File: src/rtl/tinker_fetch_queue.sv
// Tinker instruction fetch front end: sequential fetch, in-order response queue, redirect flush.
// Optional macro HALT_STOP_EN: stop issuing fetches once a halt word has been enqueued.
module tinker_fetch_queue #(
   parameter int unsigned DEPTH    = 4,
   parameter logic [63:0] RESET_PC = 64'h2000
) (
   input  logic        clk,
   input  logic        reset,
   output logic        imem_req_valid,
   output logic [63:0] imem_req_addr,
   input  logic        imem_req_ready,
   input  logic        imem_resp_valid,
   input  logic [31:0] imem_resp_data,
   input  logic        redirect_valid,
   input  logic [63:0] redirect_pc,
   output logic        out_valid,
   output logic [63:0] out_pc,
   output logic [31:0] out_instr,
   input  logic        out_ready,
   output logic        halted
);

   localparam int PW = (DEPTH > 1) ? $clog2(DEPTH) : 1;
   localparam int CW = PW + 1;
   localparam int DW = CW + 4;

   logic [63:0]   r_fetch_pc;
   logic [PW-1:0] r_q_wr;
   logic [PW-1:0] r_q_rd;
   logic [CW-1:0] r_q_cnt;
   logic [PW-1:0] r_t_wr;
   logic [PW-1:0] r_t_rd;
   logic [CW-1:0] r_inflight;
   logic [DW-1:0] r_discard;

   logic [63:0]   r_q_pc    [DEPTH];
   logic [31:0]   r_q_instr [DEPTH];
   logic [63:0]   r_t_pc    [DEPTH];

   logic          w_run;
   logic          w_credit;
   logic          w_req_valid;
   logic          w_accept;
   logic          w_drop;
   logic          w_push;
   logic          w_not_empty;
   logic          w_pop;

   // Credit counts both queued words and outstanding requests so a push can never find the queue full.
   assign w_credit    = ({1'b0, r_q_cnt} + {1'b0, r_inflight}) < (CW+1)'(DEPTH);
   assign w_req_valid = reset & w_run & ~redirect_valid & w_credit;
   assign w_accept    = w_req_valid & imem_req_ready;
   assign w_drop      = imem_resp_valid & (r_discard != '0);
   assign w_push      = imem_resp_valid & ~w_drop & ~redirect_valid;
   assign w_not_empty = (r_q_cnt != '0);
   assign w_pop       = w_not_empty & out_ready;

`ifdef HALT_STOP_EN
   typedef enum logic {S_RUN, S_HALT} state_t;
   state_t r_state;
   state_t w_state_nxt;
   logic   w_halt_word;

   assign w_halt_word = w_push & (imem_resp_data[31:27] == 5'h0f) & (imem_resp_data[3:0] == 4'h0);

   always_ff @(posedge clk or negedge reset) begin
      if (!reset) r_state <= S_RUN;
      else        r_state <= w_state_nxt;
   end

   always_comb begin
      w_state_nxt = r_state;
      if (redirect_valid)                       w_state_nxt = S_RUN;
      else if (r_state == S_RUN && w_halt_word) w_state_nxt = S_HALT;
   end

   assign w_run  = (r_state == S_RUN);
   assign halted = reset & (r_state == S_HALT);
`else
   assign w_run  = 1'b1;
   assign halted = 1'b0;
`endif

   always_ff @(posedge clk or negedge reset) begin
      if (!reset) begin
         r_fetch_pc <= RESET_PC;
         r_q_wr     <= '0;
         r_q_rd     <= '0;
         r_q_cnt    <= '0;
         r_t_wr     <= '0;
         r_t_rd     <= '0;
         r_inflight <= '0;
         r_discard  <= '0;
      end else if (redirect_valid) begin
         // A response landing this cycle is already counted in r_inflight and is dropped here.
         r_fetch_pc <= redirect_pc & ~64'h3;
         r_q_wr     <= '0;
         r_q_rd     <= '0;
         r_q_cnt    <= '0;
         r_t_wr     <= '0;
         r_t_rd     <= '0;
         r_inflight <= '0;
         r_discard  <= r_discard + DW'(r_inflight) - DW'(imem_resp_valid);
      end else begin
         if (w_accept) begin
            r_fetch_pc <= r_fetch_pc + 64'd4;
            r_t_wr     <= r_t_wr + 1'b1;
         end
         if (w_push) begin
            r_q_wr <= r_q_wr + 1'b1;
            r_t_rd <= r_t_rd + 1'b1;
         end
         if (w_pop) r_q_rd <= r_q_rd + 1'b1;
         r_q_cnt    <= r_q_cnt + CW'(w_push) - CW'(w_pop);
         r_inflight <= r_inflight + CW'(w_accept) - CW'(w_push);
         r_discard  <= r_discard - DW'(w_drop);
      end
   end

   always_ff @(posedge clk) begin
      if (w_accept) r_t_pc[r_t_wr] <= r_fetch_pc;
      if (w_push) begin
         r_q_pc[r_q_wr]    <= r_t_pc[r_t_rd];
         r_q_instr[r_q_wr] <= imem_resp_data;
      end
   end

   assign imem_req_valid = w_req_valid;
   assign imem_req_addr  = reset ? r_fetch_pc : 64'd0;
   assign out_valid      = reset & w_not_empty;
   assign out_pc         = out_valid ? r_q_pc[r_q_rd] : 64'd0;
   assign out_instr      = out_valid ? r_q_instr[r_q_rd] : 32'd0;

endmodule

File: config.mk
export PLATFORM = sky130hd
export DESIGN_NAME = tinker_fetch_queue
export DESIGN_NICKNAME = d
export VERILOG_FILES = /design/src/rtl/tinker_fetch_queue.sv
export SDC_FILE = /design/constraint.sdc
export NUM_CORES = 1
export LEC_CHECK = 0
export ABC_CLOCK_PERIOD_IN_PS = 3700
export BUFFER_PORTS_ARGS = -buffer_cell sky130_fd_sc_hd__buf_2
export CAP_MARGIN = 20
export CORE_MARGIN = 2
export CORE_UTILIZATION = 30
export DETAILED_ROUTE_END_ITERATION = 8
export GPL_ROUTABILITY_DRIVEN = 0
export PLACE_DENSITY = 0.47
export RECOVER_POWER = 50
export SLEW_MARGIN = 20
export SYNTH_ARGS = -nofsm -noshare
export SYNTH_HDL_FRONTEND = slang
export SYNTH_SLANG_ARGS = --single-unit
File: constraint.sdc
create_clock -name clk -period 3.7 [get_ports clk]
set_input_delay 0.185 -clock clk [delete_from_list [all_inputs] [get_ports clk]]
set_output_delay 0.185 -clock clk [all_outputs]
set_load 0.05 [all_outputs]
Yosys cells after proc, flatten, opt, wreduce, memory -nomap -nowiden
Memory sizes are Yosys's and may differ from the RTL's.
Cells that the tools add are included.
- multiplexer cells: 20
- magnitude comparators: 1
- reduce and logical (&&, ||, !) cells: 5
- $add $sub $neg: 13
- bitwise operators: 10
- operator list (kind ; number):
    $mux W64 ; 4
    $add A64 B3 Y64 const B ; 1
    $mux W32 ; 1
    $mux W2 ; 8
    $sub A7 B1 Y7 ; 2
    $add A2 B1 Y2 const B ; 4
    $and A1 B1 Y1 ; 8
    $add A7 B3 Y7 ; 1
    $mux W7 ; 1
    $reduce_bool A7 Y1 ; 1
    $add A3 B1 Y3 ; 2
    $mux W3 ; 2
    $reduce_bool A2 Y1 ; 3
    $sub A3 B1 Y3 ; 2
    $add A3 B3 Y4 ; 1
    $lt A4 B3 Y1 const B ; 1
    $mux W1 ; 4
    $reduce_bool A3 Y1 ; 1
    $not A1 Y1 ; 2
- input bits: 102
- output and inout bits: 163
- logic and storage cells: 60
- register bits after elaboration: 85
- bits in writable memories: 640
- memories: 3
- memories (memory ; depth ; bits a word ; read ports ; clocked after Yosys merged registers in ; write ports ; RTL line ; text):
    r_q_pc ; 4 ; 64 ; 1 ; 0 ; 1 ; 36 ; logic [63:0] r_q_pc [DEPTH];
    r_t_pc ; 4 ; 64 ; 1 ; 0 ; 1 ; 38 ; logic [63:0] r_t_pc [DEPTH];
    r_q_instr ; 4 ; 32 ; 1 ; 0 ; 1 ; 37 ; logic [31:0] r_q_instr [DEPTH];

Logic depth before layout (Yosys ltp)
- depth in word-level cells: 8
- gate-level depth with buffers: 15
- depth with buffers taken out: 13

Least setup slack after synthesis
Ideal clock, no wire load.
- kind: reg2reg
- from: register r_discard[4]
- to: memory r_q_instr[2][0] (enable)
- required time: 3.237 ns
- setup slack: -0.224 ns
- clock period less this slack: 3.924 ns
- stages on the path, launching flop included: 7
- data arrival time: 3.460 ns
- cell sequence: dfrtp_1 inv_1 ha_1 and4_1 nand2_1 nor2_1 and2_1
- word-level cells in the longest chain between the ends: 7
- ends and longest elaborated chain (item ; RTL line ; text):
    start: declaration ; 34 ; logic [DW-1:0] r_discard;
    start signal: assignment ; 103 ; r_discard <= r_discard + DW'(r_inflight) - DW'(imem_resp_valid);
    start signal: assignment ; 116 ; r_discard <= r_discard - DW'(w_drop);
    $reduce_bool A7 Y1 ; 53 ; assign w_drop = imem_resp_valid & (r_discard != '0);
    $and A1 B1 Y1 ; 53 ;
    $not A1 Y1 ; 54 ; assign w_push = imem_resp_valid & ~w_drop & ~redirect_valid;
    $and A1 B1 Y1 (2 in series) ; 54 ;
    $mux W1 ; 122 ; if (w_push) begin
    $mux W1 (implied by the code) ; 124 ; r_q_instr[r_q_wr] <= imem_resp_data;
    end: declaration ; 37 ;
No other way between the ends.

Worst setup path in the final report
- from: register r_fetch_pc[13]
- to: register r_fetch_pc[35]
- word-level cells in the longest chain between the ends: 3
- ends and longest elaborated chain (item ; RTL line ; text):
    start: declaration ; 27 ; logic [63:0] r_fetch_pc;
    start signal: assignment ; 96 ; r_fetch_pc <= redirect_pc & ~64'h3;
    start signal: assignment ; 106 ; r_fetch_pc <= r_fetch_pc + 64'd4;
    $add A64 B3 Y64 ; 106 ;
    $mux W64 ; 105 ; if (w_accept) begin
    $mux W64 ; 94 ; end else if (redirect_valid) begin
No other way between the ends. The select of a mux whose other input is x is not followed.
A chain may end at the register's enable or synchronous reset.

==> impl_metrics.toml <==
[final_layout]
drive_above_1_share_pct = 23.58
fill_cells = 8925
nets = 2155
syn2layout_area_growth_pct = 22.46
fin_util_pct = 37.13

[drt]
postRouteAntennaNets = 0
drt_iter0_drc = 1249
drt_first_pass_iters = 7
wl_per_cell_um = 23.15
dr_total_vias = 16200
drc = 0
routed_via_density = 4.843
routed_wl_um = 77400

[clock_network]
numCtsBuffers = 80
cts_root_buffer = "clkbuf_16"
path_clk_slew_ns = 0.06
htreeDepth = 3
clk_latency_ns = 0.62
cts_sinks = 707
post_cts_resized = 0
cts_max_path_buffers = 3
cts_tree = "yes"

[sta]
drv_slew = 27
finalHoldViolCount = 0
finalSetupTns_ns = 0
tightest_slew_ns = 1.974
rsz0062_at_grt = "false"
fin_crit_ns = 3.243
skew_ns = 0.02781
setup_viol = 0
finalCritPeriodShare_pct = 87.65
relSlewSlack_pct = -31.59
fmax_ghz = 0.3084

[yosys]
synthCells = 1623
synth_seq_cells = 707
yosys_warnings = 0
synth_edf_count = 624
synth-main-ff-cell = "edfxtp_1"
synth_area_leader_cell = "edfxtp_1"
netlist_top_cells_area = "edfxtp_1 65%, mux4_2 12%, dfrtp_1 7.1%"
avgSynthCellArea_um2 = 17.78
synth_seq_area_share_pct = 72.15
netlist.area_leader.share_pct = 64.95
synthesis.area_um2 = 28850
async_flop_share_pct = 11.74
synthDistinctLibCells = 54

[power_and_ir_drop]
ir_drop_mv = 0.2655
power_density_nw_per_um2 = 608.8
p_leak_nw = 11.86
power_mw = 21.51

[worst_setup_path]
cpMaxStageDelayCell = "or4_1"
cp_max_fo = 10
crit_chain = "nand4_2, or4_1, nor4_1, buf_4, nand3_1, nand3b_1, o211ai_1"
startpoint_type = "flop"
arrival_ns = 3.71
crit_type = "reg2reg"
endpoint_kind = "flop"
slowest_delay_ns = 0.83
crit_required_ns = 4.17

[outcome]
violations = "capacitance limit, slew limit"
status = "complete, but fails checks"

[floorplanning]
dieArea_um2 = 98670
fp-row-count = 113
die_h_um = 314.1
start_util_pct = 30.32
core_um2 = 95150
die_x_um = 314.1
ios = 265

[min_path]
hold_path.class = "in2reg"

[global_routing]
grt_pass1_vias = 16820
track_usage_pct = 15.73
grt_max_degree = 146
antenna_found_initial = 4
overflow = 0
grt_first_pass_wirelength_um = 113700

[place]
hpwlAfterDp_um = 48560
io_buffers = 257

[flow_run]
maxCapViolCount = 1
## layout by cell type, fill, tap and decap left out, types with 26 or more instances in the layout
master,instances
edfxtp_1,624
buf_4,26
dlygate4sd3_1,100
inv_1,42
dfrtp_1,79
nand2_1,87
clkbuf_1,112
nor2b_1,109
ha_1,29
o21ai_0,41
mux4_2,156
buf_2,163
nand3_1,33
and2_1,62
clkbuf_16,81
nor2_1,44
nand4_1,26
## worst paths after layout
| path | slack [ns] | cells past startpoint | endpoint | start |
|---|---|---|---|---|
| worst max-delay path | 0.46 | 7 | r_fetch_pc[35] | r_fetch_pc[13] |
| worst min-delay path | 0.05 | 2 | r_fetch_pc[8] | redirect_valid |
| worst max register to register | 0.46 | 7 | r_fetch_pc[35] | r_fetch_pc[13] |
| worst min register to register | 0.48 | 1 | r_discard[6] | r_discard[6] |
| max in group asynchronous | 2.66 | 3 | r_fetch_pc[61] | reset |
| min in group asynchronous | 0.42 | 3 | r_inflight[0] | reset |
## area by class of cell
type                            count  area (um2)  share of cell area, %
Multi-Input combinational cell    786        7540                  21.34
Timing Repair Buffer              404        2736                  7.745
Antenna cell                        1       2.502               0.007083
Clock buffer                       98        2111                  5.974
Tap cell                         1265        1583                  4.480
Clock inverter                     41       375.4                  1.062
Sequential cell                   707       20830                  58.94
Inverter                           42       157.7                 0.4462
## metrics by stage
step / cell area (um2) / std cells / setup slack [ns] / hold slack, ns
3_5_place_dp: 31980 / 3104 / 0.6180 / 0.3813
4_1_cts: 35470 / 3343 / 0.5777 / 0.0008768
2_1_floorplan: 28880 / 1627 / 0.5733 / -0.1106
6_report: 35330 / 3344 / 0.4570 / 0.04616
3_3_place_gp: 31980 / 3104 / 0.6910 / 0.3787
5_1_grt: 35330 / 3343 / 0.3217 / 0.06474
## flip-flops by register name (all words and copies together), names as in the netlist
register    flops
r_discard       7
r_q_cnt         3
r_t_wr          2
r_inflight      3
r_q_wr          2
r_q_instr     128
r_q_rd          2
r_t_rd          2
r_fetch_pc     62
r_q_pc        248
r_t_pc        248
## worst max-delay path, delay by kind of cell, from the launching register on
kind / cells / cell delay, ns
buffers and inverters: 1 / 0.25
DFF: 1 / 0.70
AOI/OAI and AO/OA: 1 / 0.09
and+or+nand+nor: 5 / 2.04
## cells by family after synthesis
group,after synthesis,share of synthesized area [%]
other,1,0.01300
adder cells (fa/ha/maj),32,1.466
multiplexers,161,12.35
flip-flops,707,72.15
XOR/XNOR,22,0.6679
buffers and inverters,134,1.865
AO/OA/AOI/OAI,127,3.049
AND/OR/NAND/NOR,439,8.435
## Yosys cell counts (4+ instances only)
master,count
and2_1,73
a221o_1,12
buf_2,4
and3_1,12
buf_4,6
a31oi_1,6
xor2_1,12
nand2_1,87
nand3b_1,15
xnor2_1,10
o21ai_0,41
or3_1,5
nor3_1,11
and4_1,6
dfrtp_1,82
buf_1,19
a21oi_1,12
o311ai_0,12
ha_1,29
a41oi_1,4
edfxtp_1,624
inv_1,42
nor2_1,44
nor2b_1,109
clkbuf_1,62
o211ai_1,20
nand3_1,33
mux4_2,156
nor4_1,4
nand4_1,26
mux2i_1,5
## routing by layer
layer | vias up | GRT usage, % | part of all wire [%] | wire, um
met5 | - | 0 | 0 | 0
met3 | 104 | 3.261 | 5.8 | 4527
li1 | 7176 | - | - | -
met1 | 8453 | 22.26 | 46 | 35510
met4 | 0 | 4.078 | 2.0 | 1549
met2 | 462 | 24.68 | 46 | 35810
## power breakdown
group,total (mW),switching [mW],internal (mW)
Sequential,9.43,0.442,8.99
Combinational,4.50,2.88,1.61
Clock,7.58,3.12,4.46
Total,21.5,6.44,15.1
## repair_timing
| item | in CTS | in global routing |
|---|---|---|
| hold endpoints to repair | 273 | 0 |
| endpoints found under the setup margin | 0 | 0 |
| buffers inserted | 0 | 0 |
| hold buffers | 100 | 0 |
Note: power is estimated with default switching activity, not from simulation.
